[src/rtl/program_flow_unit_if.sv]
// program_flow_unit_if: decoder/fetch-side bus of the program flow unit
interface program_flow_unit_if #(
   parameter int SP_W = 5
);
   logic            step;
   logic            JMP_flag;
   logic            CALL_flag;
   logic            RET_flag;
   logic            PUSH_flag;
   logic            POP_flag;
   logic [15:0]     target;
   logic [31:0]     push_data;
   logic [15:0]     PC_pos;
   logic [31:0]     pop_data;
   logic            pop_valid;
   logic [SP_W-1:0] stack_ptr;
   logic            fault;
   logic [1:0]      fault_code;
   modport master (
      output step, JMP_flag, CALL_flag, RET_flag, PUSH_flag, POP_flag, target, push_data,
      input  PC_pos, pop_data, pop_valid, stack_ptr, fault, fault_code
   );
   modport slave (
      input  step, JMP_flag, CALL_flag, RET_flag, PUSH_flag, POP_flag, target, push_data,
      output PC_pos, pop_data, pop_valid, stack_ptr, fault, fault_code
   );
endinterface

[src/rtl/program_flow_unit.sv]
// program_flow_unit: program counter and call/data stack; FLOW_FAULT_CLEAR_EN adds fault_clear
module program_flow_unit #(
   parameter int          DEPTH    = 16,
   parameter int          SP_W     = 5,
   parameter logic [15:0] RESET_PC = 16'h0000
) (
   input logic clk,
   input logic rst,
`ifdef FLOW_FAULT_CLEAR_EN
   input logic fault_clear,
`endif
   program_flow_unit_if.slave bus
);
   localparam int AW = (DEPTH > 1) ? $clog2(DEPTH) : 1;
   typedef enum logic {S_RUN, S_FAULT} state_t;
   state_t          r_state, w_state_nxt;
   logic [15:0]     r_pc, w_pc_nxt, w_pc_inc;
   logic [SP_W-1:0] r_sp, w_sp_nxt, w_sp_dec;
   logic [31:0]     r_pop_data, w_pop_data_nxt, w_wdata, w_top;
   logic            r_pop_valid, w_pop_valid_nxt, w_we;
   logic [1:0]      r_code, w_code_nxt;
   logic [31:0]     r_mem [DEPTH];
   logic [4:0]      w_flags;
   logic            w_multi, w_full, w_empty, w_grow, w_shrink;
   logic [AW-1:0]   w_rd_idx, w_wr_idx;
   assign w_flags  = {bus.JMP_flag, bus.CALL_flag, bus.RET_flag, bus.PUSH_flag, bus.POP_flag};
   assign w_multi  = (w_flags & (w_flags - 5'd1)) != 5'd0;
   assign w_grow   = bus.CALL_flag | bus.PUSH_flag;
   assign w_shrink = bus.RET_flag | bus.POP_flag;
   assign w_full   = r_sp == SP_W'(DEPTH);
   assign w_empty  = r_sp == '0;
   assign w_pc_inc = r_pc + 16'd1;
   assign w_sp_dec = r_sp - 1'b1;
   assign w_rd_idx = AW'(w_sp_dec);
   assign w_wr_idx = AW'(r_sp);
   assign w_top    = r_mem[w_rd_idx];
   // next-state and datapath decisions for the committed instruction
   always_comb begin
      w_state_nxt     = r_state;
      w_pc_nxt        = r_pc;
      w_sp_nxt        = r_sp;
      w_pop_data_nxt  = r_pop_data;
      w_pop_valid_nxt = 1'b0;
      w_code_nxt      = r_code;
      w_we            = 1'b0;
      w_wdata         = bus.CALL_flag ? {16'b0, w_pc_inc} : bus.push_data;
      if (r_state == S_RUN && bus.step) begin
         if (w_multi) begin
            w_state_nxt = S_FAULT;
            w_code_nxt  = 2'd3;
         end else if (w_grow && w_full) begin
            w_state_nxt = S_FAULT;
            w_code_nxt  = 2'd1;
         end else if (w_shrink && w_empty) begin
            w_state_nxt = S_FAULT;
            w_code_nxt  = 2'd2;
         end else begin
            w_pc_nxt        = (bus.JMP_flag | bus.CALL_flag) ? bus.target :
                              bus.RET_flag ? w_top[15:0] : w_pc_inc;
            w_sp_nxt        = w_grow ? r_sp + 1'b1 : w_shrink ? w_sp_dec : r_sp;
            w_we            = w_grow;
            w_pop_data_nxt  = bus.POP_flag ? w_top : r_pop_data;
            w_pop_valid_nxt = bus.POP_flag;
         end
      end
`ifdef FLOW_FAULT_CLEAR_EN
      else if (r_state == S_FAULT && fault_clear) begin
         w_state_nxt = S_RUN;
         w_code_nxt  = 2'd0;
      end
`endif
   end
   // state and architectural registers; reset wins over step
   always_ff @(posedge clk) begin
      if (rst) begin
         r_state     <= S_RUN;
         r_pc        <= RESET_PC;
         r_sp        <= '0;
         r_pop_data  <= '0;
         r_pop_valid <= 1'b0;
         r_code      <= 2'd0;
      end else begin
         r_state     <= w_state_nxt;
         r_pc        <= w_pc_nxt;
         r_sp        <= w_sp_nxt;
         r_pop_data  <= w_pop_data_nxt;
         r_pop_valid <= w_pop_valid_nxt;
         r_code      <= w_code_nxt;
      end
   end
   // stack storage is never cleared, only written by CALL/PUSH
   always_ff @(posedge clk) begin
      if (!rst && w_we) r_mem[w_wr_idx] <= w_wdata;
   end
   assign bus.PC_pos     = r_pc;
   assign bus.pop_data   = r_pop_data;
   assign bus.pop_valid  = r_pop_valid;
   assign bus.stack_ptr  = r_sp;
   assign bus.fault      = r_state == S_FAULT;
   assign bus.fault_code = r_code;
endmodule

[src/flat_wrapper.sv]
// flat-port wrapper written by rule: the top's interface ports become plain ports
module program_flow_unit_flat 
#(
   parameter int          DEPTH    = 16,
   parameter int          SP_W     = 5,
   parameter logic [15:0] RESET_PC = 16'h0000
)
  (clk, rst, bus_step, bus_JMP_flag, bus_CALL_flag, bus_RET_flag, bus_PUSH_flag, bus_POP_flag, bus_target, bus_push_data, bus_PC_pos, bus_pop_data, bus_pop_valid, bus_stack_ptr, bus_fault, bus_fault_code);
  program_flow_unit_if #(.SP_W(SP_W)) bus_i ();
  input logic clk;
  input logic rst;
  input wire logic [$bits(bus_i.step)-1:0] bus_step;
  input wire logic [$bits(bus_i.JMP_flag)-1:0] bus_JMP_flag;
  input wire logic [$bits(bus_i.CALL_flag)-1:0] bus_CALL_flag;
  input wire logic [$bits(bus_i.RET_flag)-1:0] bus_RET_flag;
  input wire logic [$bits(bus_i.PUSH_flag)-1:0] bus_PUSH_flag;
  input wire logic [$bits(bus_i.POP_flag)-1:0] bus_POP_flag;
  input wire logic [$bits(bus_i.target)-1:0] bus_target;
  input wire logic [$bits(bus_i.push_data)-1:0] bus_push_data;
  output wire logic [$bits(bus_i.PC_pos)-1:0] bus_PC_pos;
  output wire logic [$bits(bus_i.pop_data)-1:0] bus_pop_data;
  output wire logic [$bits(bus_i.pop_valid)-1:0] bus_pop_valid;
  output wire logic [$bits(bus_i.stack_ptr)-1:0] bus_stack_ptr;
  output wire logic [$bits(bus_i.fault)-1:0] bus_fault;
  output wire logic [$bits(bus_i.fault_code)-1:0] bus_fault_code;
  assign bus_i.step = bus_step;
  assign bus_i.JMP_flag = bus_JMP_flag;
  assign bus_i.CALL_flag = bus_CALL_flag;
  assign bus_i.RET_flag = bus_RET_flag;
  assign bus_i.PUSH_flag = bus_PUSH_flag;
  assign bus_i.POP_flag = bus_POP_flag;
  assign bus_i.target = bus_target;
  assign bus_i.push_data = bus_push_data;
  assign bus_PC_pos = bus_i.PC_pos;
  assign bus_pop_data = bus_i.pop_data;
  assign bus_pop_valid = bus_i.pop_valid;
  assign bus_stack_ptr = bus_i.stack_ptr;
  assign bus_fault = bus_i.fault;
  assign bus_fault_code = bus_i.fault_code;
  program_flow_unit #(.DEPTH(DEPTH), .SP_W(SP_W), .RESET_PC(RESET_PC)) u_core (.clk(clk), .rst(rst), .bus(bus_i));
endmodule
[config.mk]
export PLATFORM = sky130hd
export DESIGN_NAME = program_flow_unit_flat
export DESIGN_NICKNAME = d
export VERILOG_FILES = /design/src/rtl/program_flow_unit_if.sv /design/src/rtl/program_flow_unit.sv /design/src/flat_wrapper.sv
export SDC_FILE = /design/constraint.sdc
export NUM_CORES = 1
export LEC_CHECK = 0
export ABC_AREA = 1
export CORE_MARGIN = 4
export CORE_UTILIZATION = 60
export CTS_CLUSTER_DIAMETER = 40
export DETAILED_ROUTE_END_ITERATION = 10
export GPL_ROUTABILITY_DRIVEN = 0
export PLACE_DENSITY_LB_ADDON = 0.25
export SYNTH_ARGS = -nofsm -noshare
export SYNTH_HDL_FRONTEND = slang
export SYNTH_SLANG_ARGS = --single-unit
[constraint.sdc]
create_clock -name clk -period 4.9 [get_ports clk]
set_input_delay 0.49 -clock clk [delete_from_list [all_inputs] [get_ports clk]]
set_output_delay 0.49 -clock clk [all_outputs]
set_load 0.01 [all_outputs]
Word-level counts from Yosys, hierarchy flattened
Memory sizes are Yosys's and may differ from the RTL's.
Index checks and enable logic that the tools add are counted.
{"block": "classes", "reduce_logical": 14, "magnitude_cmp": 0, "n_addsub": 4, "n_eq_ne": 1, "n_bitwise": 9, "muxes": 17, "shift": 0, "n_div": 0, "multipliers": 0}
{"op": "2-to-1 mux 16 bit", "n": 2}
{"op": "2-to-1 mux 32 bit", "n": 1}
{"op": "adder 16 x 1 -> 16 bit, second input constant", "n": 1}
{"op": "2-to-1 mux 5 bit", "n": 2}
{"op": "AND reduction 5 bit", "n": 2}
{"op": "subtractor 5 x 1 -> 5 bit, second input constant", "n": 2}
{"op": "2-to-1 mux 1 bit", "n": 9}
{"op": "2-to-1 mux 2 bit", "n": 3}
{"op": "adder 5 x 1 -> 5 bit, second input constant", "n": 1}
{"op": "AND 5 bit", "n": 1}
{"op": "equality test 5 bit, second input constant", "n": 1}
{"op": "logical NOT 5 bit", "n": 1}
{"op": "inverter 1 bit", "n": 5}
{"op": "nonzero test 5 bit", "n": 1}
{"op": "OR reduction 5 bit", "n": 1}
{"op": "logical AND 1 bit", "n": 4}
{"op": "AND reduction 4 bit", "n": 1}
{"op": "bitwise OR 1 bit", "n": 3}
{"op": "nonzero test 3 bit", "n": 1}
{"op": "AND reduction 2 bit", "n": 1}
{"op": "nonzero test 2 bit", "n": 1}
{"op": "logical NOT 1 bit", "n": 1}
{"block": "word_totals", "n_memories": 1, "register_bits": 57, "mem_bits_ro": 0, "mem_bits_rw": 512, "latch_bits": 0, "out_inout_bits": 57, "in_bits": 56}
{"memory": "u_core.r_mem", "depth": 16, "width": 32, "rd": 1, "rd_clocked_by_memory_dff": 0, "write_ports": 1, "line": "program_flow_unit.sv:22", "text": "logic [31:0] r_mem [DEPTH];"}

Logic depth before layout (Yosys ltp)
Gate-level depths: netlist of run 1.
{"block": "depth", "ltp_word": 9, "ltp_mapped": 16, "ltp_nobuf": 11}

Least setup slack after synthesis of run 1
OpenSTA, ideal clock, no wires.
{"block": "synth_path", "path_kind": "register -> register", "startpoint": "register u_core.r_sp[0], in the netlist u_core.bus.stack_ptr[0]", "endpoint": "memory u_core.r_mem[0][0], enable pin", "path_slack_ns": 1.121, "path_buffers": 3, "period_less_slack_ns": 3.779, "arrival_ns": 3.358, "path_stages_with_launch": 15, "path_cell_list": "dfxtp_1 > inv_2 > buf_2 > buf_2 > buf_2 > ha_1 > inv_1 > nor2_2 > nand3_1 > inv_2 > nor2_2 > nand2_1 > nor3_2 > nand2_1 > nor2_1"}
{"block": "synth_via", "elab_chain_cells": 9, "elab_cells_between_ends": 11}
{"element": "start, declared", "line": "program_flow_unit.sv:18", "text": "logic [SP_W-1:0] r_sp, w_sp_nxt, w_sp_dec;"}
{"element": "start signal, assigned", "line": "program_flow_unit.sv:85", "text": "r_sp <= w_sp_nxt;"}
{"element": "logical NOT 5 bit", "line": "program_flow_unit.sv:31", "text": "assign w_empty = r_sp == '0;"}
{"element": "logical AND 1 bit", "line": "program_flow_unit.sv:54", "text": "end else if (w_shrink && w_empty) begin"}
{"element": "2-to-1 mux 1 bit", "line": "program_flow_unit.sv:54"}
{"element": "2-to-1 mux 1 bit", "line": "program_flow_unit.sv:51", "text": "end else if (w_grow && w_full) begin"}
{"element": "2-to-1 mux 1 bit", "line": "program_flow_unit.sv:48", "text": "if (w_multi) begin"}
{"element": "2-to-1 mux 1 bit", "line": "program_flow_unit.sv:47", "text": "if (r_state == S_RUN && bus.step) begin"}
{"element": "logical AND 1 bit", "line": "program_flow_unit.sv:93", "text": "if (!rst && w_we) r_mem[w_wr_idx] <= w_wdata;"}
{"element": "2-to-1 mux 1 bit", "line": "program_flow_unit.sv:93"}
{"element": "2-to-1 mux 1 bit (implied by the code)", "line": "program_flow_unit.sv:93"}
{"element": "end, declared", "line": "program_flow_unit.sv:22"}
Several ways; a longest one is shown, not always the timed one.

Final worst setup path of run 1
{"block": "layout_path", "startpoint": "register u_core.r_sp[0], in the netlist u_core.bus.stack_ptr[0]", "endpoint": "output bus_stack_ptr[0]"}
{"element": "end, declared", "line": "flat_wrapper.sv:23", "text": "output wire logic [$bits(bus_i.stack_ptr)-1:0] bus_stack_ptr;"}
No word-level cell between the ends.

==> results.md, run 1 <==
* Status: finished clean
* H-Tree Depth at 3
* Setup violations, final at 0
* Worst r2r src: u_core.bus.stack_ptr[2]
* Pwr Total at 10.6 mW
* Crit path from: u_core.bus.stack_ptr[0]
* Via density at between 5 and 6
* Total CTS buffers at 67
* Post-synth top area share at 0.643
* CTS tree: built
* Grt total ovfl at 0
* Period minus WS final at 3.55 ns
* Finished layout cell area at 0.0280 mm²
* Min-delay src: bus_CALL_flag
* CTS max path bufs at 3
* IO Port Bufs at 112
* Leakage at 10.1 nW
* Setup CP Type: register to output pin
* CP max FO at around 220
* Final Cycle Share at 0.724
* Vias in the first global route at between 15000 and 20000
* Most frequent cells in the layout: 512 x edfxtp_1, 407 x nor2_1, 355 x nand2_1, 198 x o21ai_0, 187 x nand3_1
* Postcts setup bufs at 0
* Total track usage at 0.270
* Count of final max-slew check failures at 0
* Die Y-Extent at 208 µm
* Total number of clock tree sinks at ~570
* Reg2Reg Setup Slack at 1.39 ns
* Die area at approximately 0.043 mm²
* Ant. Diodes at 0
* Std-Cell Rows at 72
* Worst path arrival time at between 3 and 4 ns
* Initial DRT Pass Iterations at 6
* Synthesized area at 0.0239 mm²
* RSZ-0062 raised after global routing: false
* Initial antenna violation count at 0
* Seq cells post-synth at ~570
* Most common cell after layout, fill and taps aside: edfxtp_1
* Class of the worst hold path: input port to register
* Final #Nets at ~2400
* Pwr per Cell Area at 380 mW/mm²
* Yosys top cell by area: edfxtp_1
* Mapped Avg Cell Area at between 10 and 15 µm²
* Crit end category: output pin
* Die Width at 208 µm
* Worst slew pin tran at 1.31 ns
* 1st-iter DRT viols at just over 2000
* DRC at 0
* Post-DR wirelength/cell at 20.6 µm
* # resized after CTS at 0
* Worst-path clk slew at 0.06 ns
* Fmax at 282 MHz
* Post-route ant nets at 0
* DRT Wirelength at 59400 µm
* CP Launch Type: register
* Largest cells by area after synthesis: edfxtp_1 64%, nor2_1 6.6%, nand2_1 5.6%
* Area Growth Syn to Fin at 16.9%
* Initial core utilization at 0.613
* First-pass GRT wire length at around 90000 µm
* Distinct cell type count after synthesis at 30
* Max Cap Viol at 0
* Required @ worst endpoint at 4.41 ns
* Routed vias at ~17000
* Hold_ws at 0.428 ns
* Cell Area, Placed at between 0.02 and 0.03 mm²
* Clock Skews at 0.0221 ns
* Synthesized net count at 2283
* Mapped Cells at 2221
* Hold buffer count at cts at 0
* Post-DP HPWL at 35600 µm
* Final Hold Viols at 0
* Worst vdd ir at 0.285 mV
* Sum of negative setup slack at 0 ns
* Share of post-route cells with drive strength above 1 at 0.0808
* Sequential share of the synthesized area at 0.690
* Core Area at 0.0390 mm²
* Clock root buffer: clkbuf_16
* Max-slew headroom at 0.125
* Largest net degree at the start of global routing at 222
* Yosys warns at 0
* # IOs at between 100 and 150
* Worst skew pair latency at about 0.6 ns
-- power by group --
group	switching [mW]	internal [mW]	total, mW	leakage, nW
logic	0.295	0.129	0.425	3.94
registers	0.00626	5.30	5.31	5.12
clock network	1.99	2.91	4.90	1.06
total	2.29	8.34	10.6	10.1
-- critical path: stages, from the launching register on --
cell,delay [ns]
dfxtp_4,0.36
buf_4,0.66
buf_12,0.74
clkdlybuf4s50_1,0.69
-- cell usage after synthesis (all sizes together) --
cell type	n
o211ai	104
inv	161
a21oi	46
edfxtp	512
and2	1
nor2	427
xnor2	1
dfxtp	57
ha	6
nand4	3
a31oi	8
nor3	4
clkinv	1
nand3	188
or2	1
nand2	357
o21ai	201
clkbuf	60
buf	72
xor2	11
-- stage by stage --
stage / util / setup WS [ns] / instances
2_1_floorplan: - / 1.12 / 2221
3_3_place_gp: 0.661 / 1.10 / 2758
3_5_place_dp: 0.661 / 1.05 / 2758
4_1_cts: 0.717 / 1.30 / 2881
5_1_grt: 0.717 / 1.12 / 2881
6_report: 0.717 / 1.35 / 2881
-- state kept, by name, indices dropped and copies added (netlist names) --
register / cells
u_core.bus.fault_code: 2
u_core.bus.pop_valid: 1
u_core.bus.pop_data: 32
u_core.bus.PC_pos: 16
u_core.bus.stack_ptr: 5
u_core.bus.fault: 1
u_core.r_mem: 512
-- final cells by class --
class | instances | area, µm²
Timing Repair Buffer | 151 | 1570
Tap cell | 518 | 648
Inverter | 162 | 613
Multi-Input combinational cell | 1358 | 6410
Sequential cell | 569 | 16500
Fill cell | 2542 | 11000
Clock inverter | 44 | 455
Clock buffer | 79 | 1740
-- worst paths after layout --
kind                                                 to  depth (start not counted)
worst max-delay path                   bus_stack_ptr[0]                          3
worst min-delay path              u_core.bus.PC_pos[12]                          5
worst max register to register       u_core.r_mem[1][2]                         11
worst min register to register  u_core.bus.pop_data[14]                          2
-- cells by family after synthesis --
kind of cell / count (synthesis) / share of synthesized area
flops: 569 / 0.690
compound gates: 359 / 0.0865
simple gates: 981 / 0.165
buf+inv: 294 / 0.0500
xor+xnor: 12 / 0.00471
fa+ha+maj: 6 / 0.00314
-- routing by layer --
metal / GRT usage / wire [µm] / vias up
met1: 0.342 / 22400 / 7999
met4: 0.115 / 2580 / 0
li1: - / - / 7832
met2: 0.469 / 30400 / 782
met5: 0 / 0 / -
met3: 0.0405 / 3960 / 164
Note: power is estimated with default switching activity, not from simulation.
==> run 2, diff against run 1 <==
Settings changed: CORE_UTILIZATION 60 to 54.
Clock period 4.9 ns to 2.9 ns, I/O delays scaled along.
==> run 2 against run 1 <==
Global-route usage is 0.57 points lower. Sequential power is 69% higher. Clock power is 76% higher. First-iteration DRC count is 9.1% higher. Worst hold slack worse by 0.14 ns. Highest routed layer unchanged.
==> results.md, run 2 (synthesis gave the netlist of run 1 again) <==
* Std-Cell Rows at 76 (+5.6%)
* Reg-to-reg endpoint: u_core.bus.PC_pos[5]
* Required @ worst endpoint at 3.36 ns (-1.05 ns)
* Crit path from: u_core.bus.stack_ptr[1]
* CP Launch Type: register
* CTS max path bufs at 3 (unchanged)
* Fmax at slightly below 400 MHz
* Clock Skews at 0.0252 ns (+0.00315 ns)
* Placement Setup Slack at 0.0916 ns (-0.957 ns)
* CTS tree: built
* Top reg by flops: u_core.r_mem
* Leakage at 10.5 nW (+3.4%)
* Sum of negative setup slack at 0 ns (unchanged)
* Switching share of power at 0.216 (about the same)
* Largest net degree at the start of global routing at 188 (-15%)
* Routed vias at 17091 (+1.9%)
* IO Port Bufs at 112 (unchanged)
* DRC at 0 (unchanged)
* Postcts setup bufs at 0 (unchanged)
* Worst Setup Slack, final at 0.326 ns (-1.03 ns)
* Via density at 5.71 (-1.9%)
* Total track usage at 0.265 (-0.00572)
* RSZ-0062 raised after global routing: false
* Reg2Reg Setup Slack at 0.33 ns (-1.06 ns)
* DRT Wirelength at 63500 µm (+7.0%)
* Crit path cell chain: inv_1, ha_4, buf_12, nor2_1, o21ai_0, nand3_1, nand3_1, nand3_1, nand2_1, a21oi_1
* Worst vdd ir at 0.496 mV (+74%)
* Ant. Diodes at 0 (unchanged)
* Worst path arrival time at 3.04 ns (-0.02 ns)
* Setup violations, final at 0 (unchanged)
* Pint at 14.4 mW (+72%)
* Initial antenna violation count at 0 (unchanged)
* Worst-path clk slew at 0.06 ns (about the same)
* Grt total ovfl at 0 (unchanged)
* Status: finished clean
* Class of the worst hold path: input port to register
* Min-delay src: bus_CALL_flag
* Critical path capture point: u_core.bus.PC_pos[5]
* Post-route ant nets at 0 (unchanged)
* Combinational cell fraction of total power at 0.039 (about the same)
* Initial core utilization at 0.551 (-0.0628)
* CP max FO at 161 (-27%)
* CP max-delay cell: buf_12
* Crit path top cell by count: nand3_1
* Most frequent cells in the layout: 512 x edfxtp_1, 407 x nor2_1, 351 x nand2_1, 200 x o21ai_0, 186 x nand3_1
* 1st-iter DRT viols at 2240 (+9.1%)
* Final #Nets at 2413 (+1.8%)
* Finished layout cell area at 0.0287 mm² (+2.5%)
* Cell Area, Placed at 0.0264 mm² (+2.3%)
* Crit end category: register
* Post-DP HPWL at 35400 µm (-0.50%)
* # resized after CTS at 0 (unchanged)
* Max-slew headroom at 0.111 (-0.0135)
* Clock Power Share at 0.472 (+0.011)
* Period minus WS final at 2.57 ns
* Die Width at 219 µm (+5.2%)
* H-Tree Depth at 3 (unchanged)
* Pwr per Cell Area at 639 mW/mm² (+68%)
* Final core utilization at 0.660 (-0.0574)
* Final Cycle Share at 0.888
* Final Hold Viols at 0 (unchanged)
* Max reg flops at 512 (unchanged)
* Post-DR wirelength/cell at 21.2 µm (+3.0%)
* First-pass GRT wire length at 96700 µm (+4.9%)
* Crit-path max cell delay at 0.45 ns (-0.29 ns)
* Worst r2r src: u_core.bus.stack_ptr[1]
* Hold buffer count at cts at 0 (unchanged)
* Total number of clock tree sinks at 569 (unchanged)
* Filler cells at 3209 (+26%)
* Worst slew pin tran at 1.33 ns (+0.0251 ns)
* Vias in the first global route at 16733 (+1.8%)
* Die area at 0.0477 mm² (+11%)
* Max Cap Viol at 0 (unchanged)
* Core Area at 0.0435 mm² (+11%)
* Sw power at 3.95 mW (+72%)
* Count of final max-slew check failures at 0 (unchanged)
* Share of post-route cells with drive strength above 1 at 0.0968 (+0.0160)
* Hold_ws at 0.291 ns (-0.137 ns)
* Initial DRT Pass Iterations at 5 (-1)
* Flop pwr share at 0.490 (-0.009)
* R2R cell count at 10 (-1)
* Area Growth Syn to Fin at 19.8%
* Multi-input logic area at 0.00643 mm² (+0.21%)
* Setup CP Type: register to register
* Clock root buffer: clkbuf_16
* Die Y-Extent at 219 µm (+5.2%)
* Worst skew pair latency at 0.60 ns (about the same)
* # IOs at 113 (unchanged)
* Reg area at 0.0165 mm² (unchanged)
* Most common cell after layout, fill and taps aside: edfxtp_1
* Total CTS buffers at 70 (+4.5%)
-- run 2: worst min path at each step --
stage	end	slack (ns)	cells past startpoint
after floorplan	u_core.bus.pop_data[12]	0.47	2
after global placement	u_core.bus.pop_data[12]	0.44	2
after detailed placement	u_core.bus.pop_data[14]	0.45	2
after CTS	u_core.bus.PC_pos[12]	0.26	5
after global routing	u_core.bus.PC_pos[12]	0.30	5
final	u_core.bus.PC_pos[12]	0.29	5
-- run 2: critical path: cells and delay by family (launching register included) --
family                   cells  cell delay, ns
flip-flops                   1            0.40
AO/OA/AOI/OAI                2            0.21
buffers and inverters        2            0.61
adder cells (fa/ha/maj)      1            0.32
AND/OR/NAND/NOR              5            0.69
-- run 2: area by class of cell --
type,count,area share
flip-flops and latches,569,0.576
multi-input cells,1358,0.224
repair buffers,190,0.0720
clock buffers,81,0.0629
well taps,585,0.0255
inverters,162,0.0214
clock inverters,46,0.0175
-- run 2: metal layers --
layer  GRT usage  wire, µm  vias to the layer above
li1            -         -                     7929
met1       0.354     25500                     8242
met2       0.439     31100                      771
met3      0.0384      4380                      149
met4       0.110      2500                        0
met5           0         0                        -
-- run 2: metrics by stage --
stage	power, mW	instances
after floorplan	9.51	2221
after global placement	9.83	2864
after detailed placement	9.84	2864
after CTS	18.4	2991
after global routing	18.8	2991
final	18.3	2991
-- run 2: power groups by stage --
| stage | combinational, mW | sequential [mW] | clock [mW] |
|---|---|---|---|
| final | 0.711 | 8.96 | 8.63 |
| after global routing | 0.773 | 8.96 | 9.11 |
| after CTS | 0.708 | 8.96 | 8.72 |
| after detailed placement | 0.703 | 9.13 | 0 |
| after global placement | 0.694 | 9.13 | 0 |
| after floorplan | 0.372 | 9.14 | 0 |
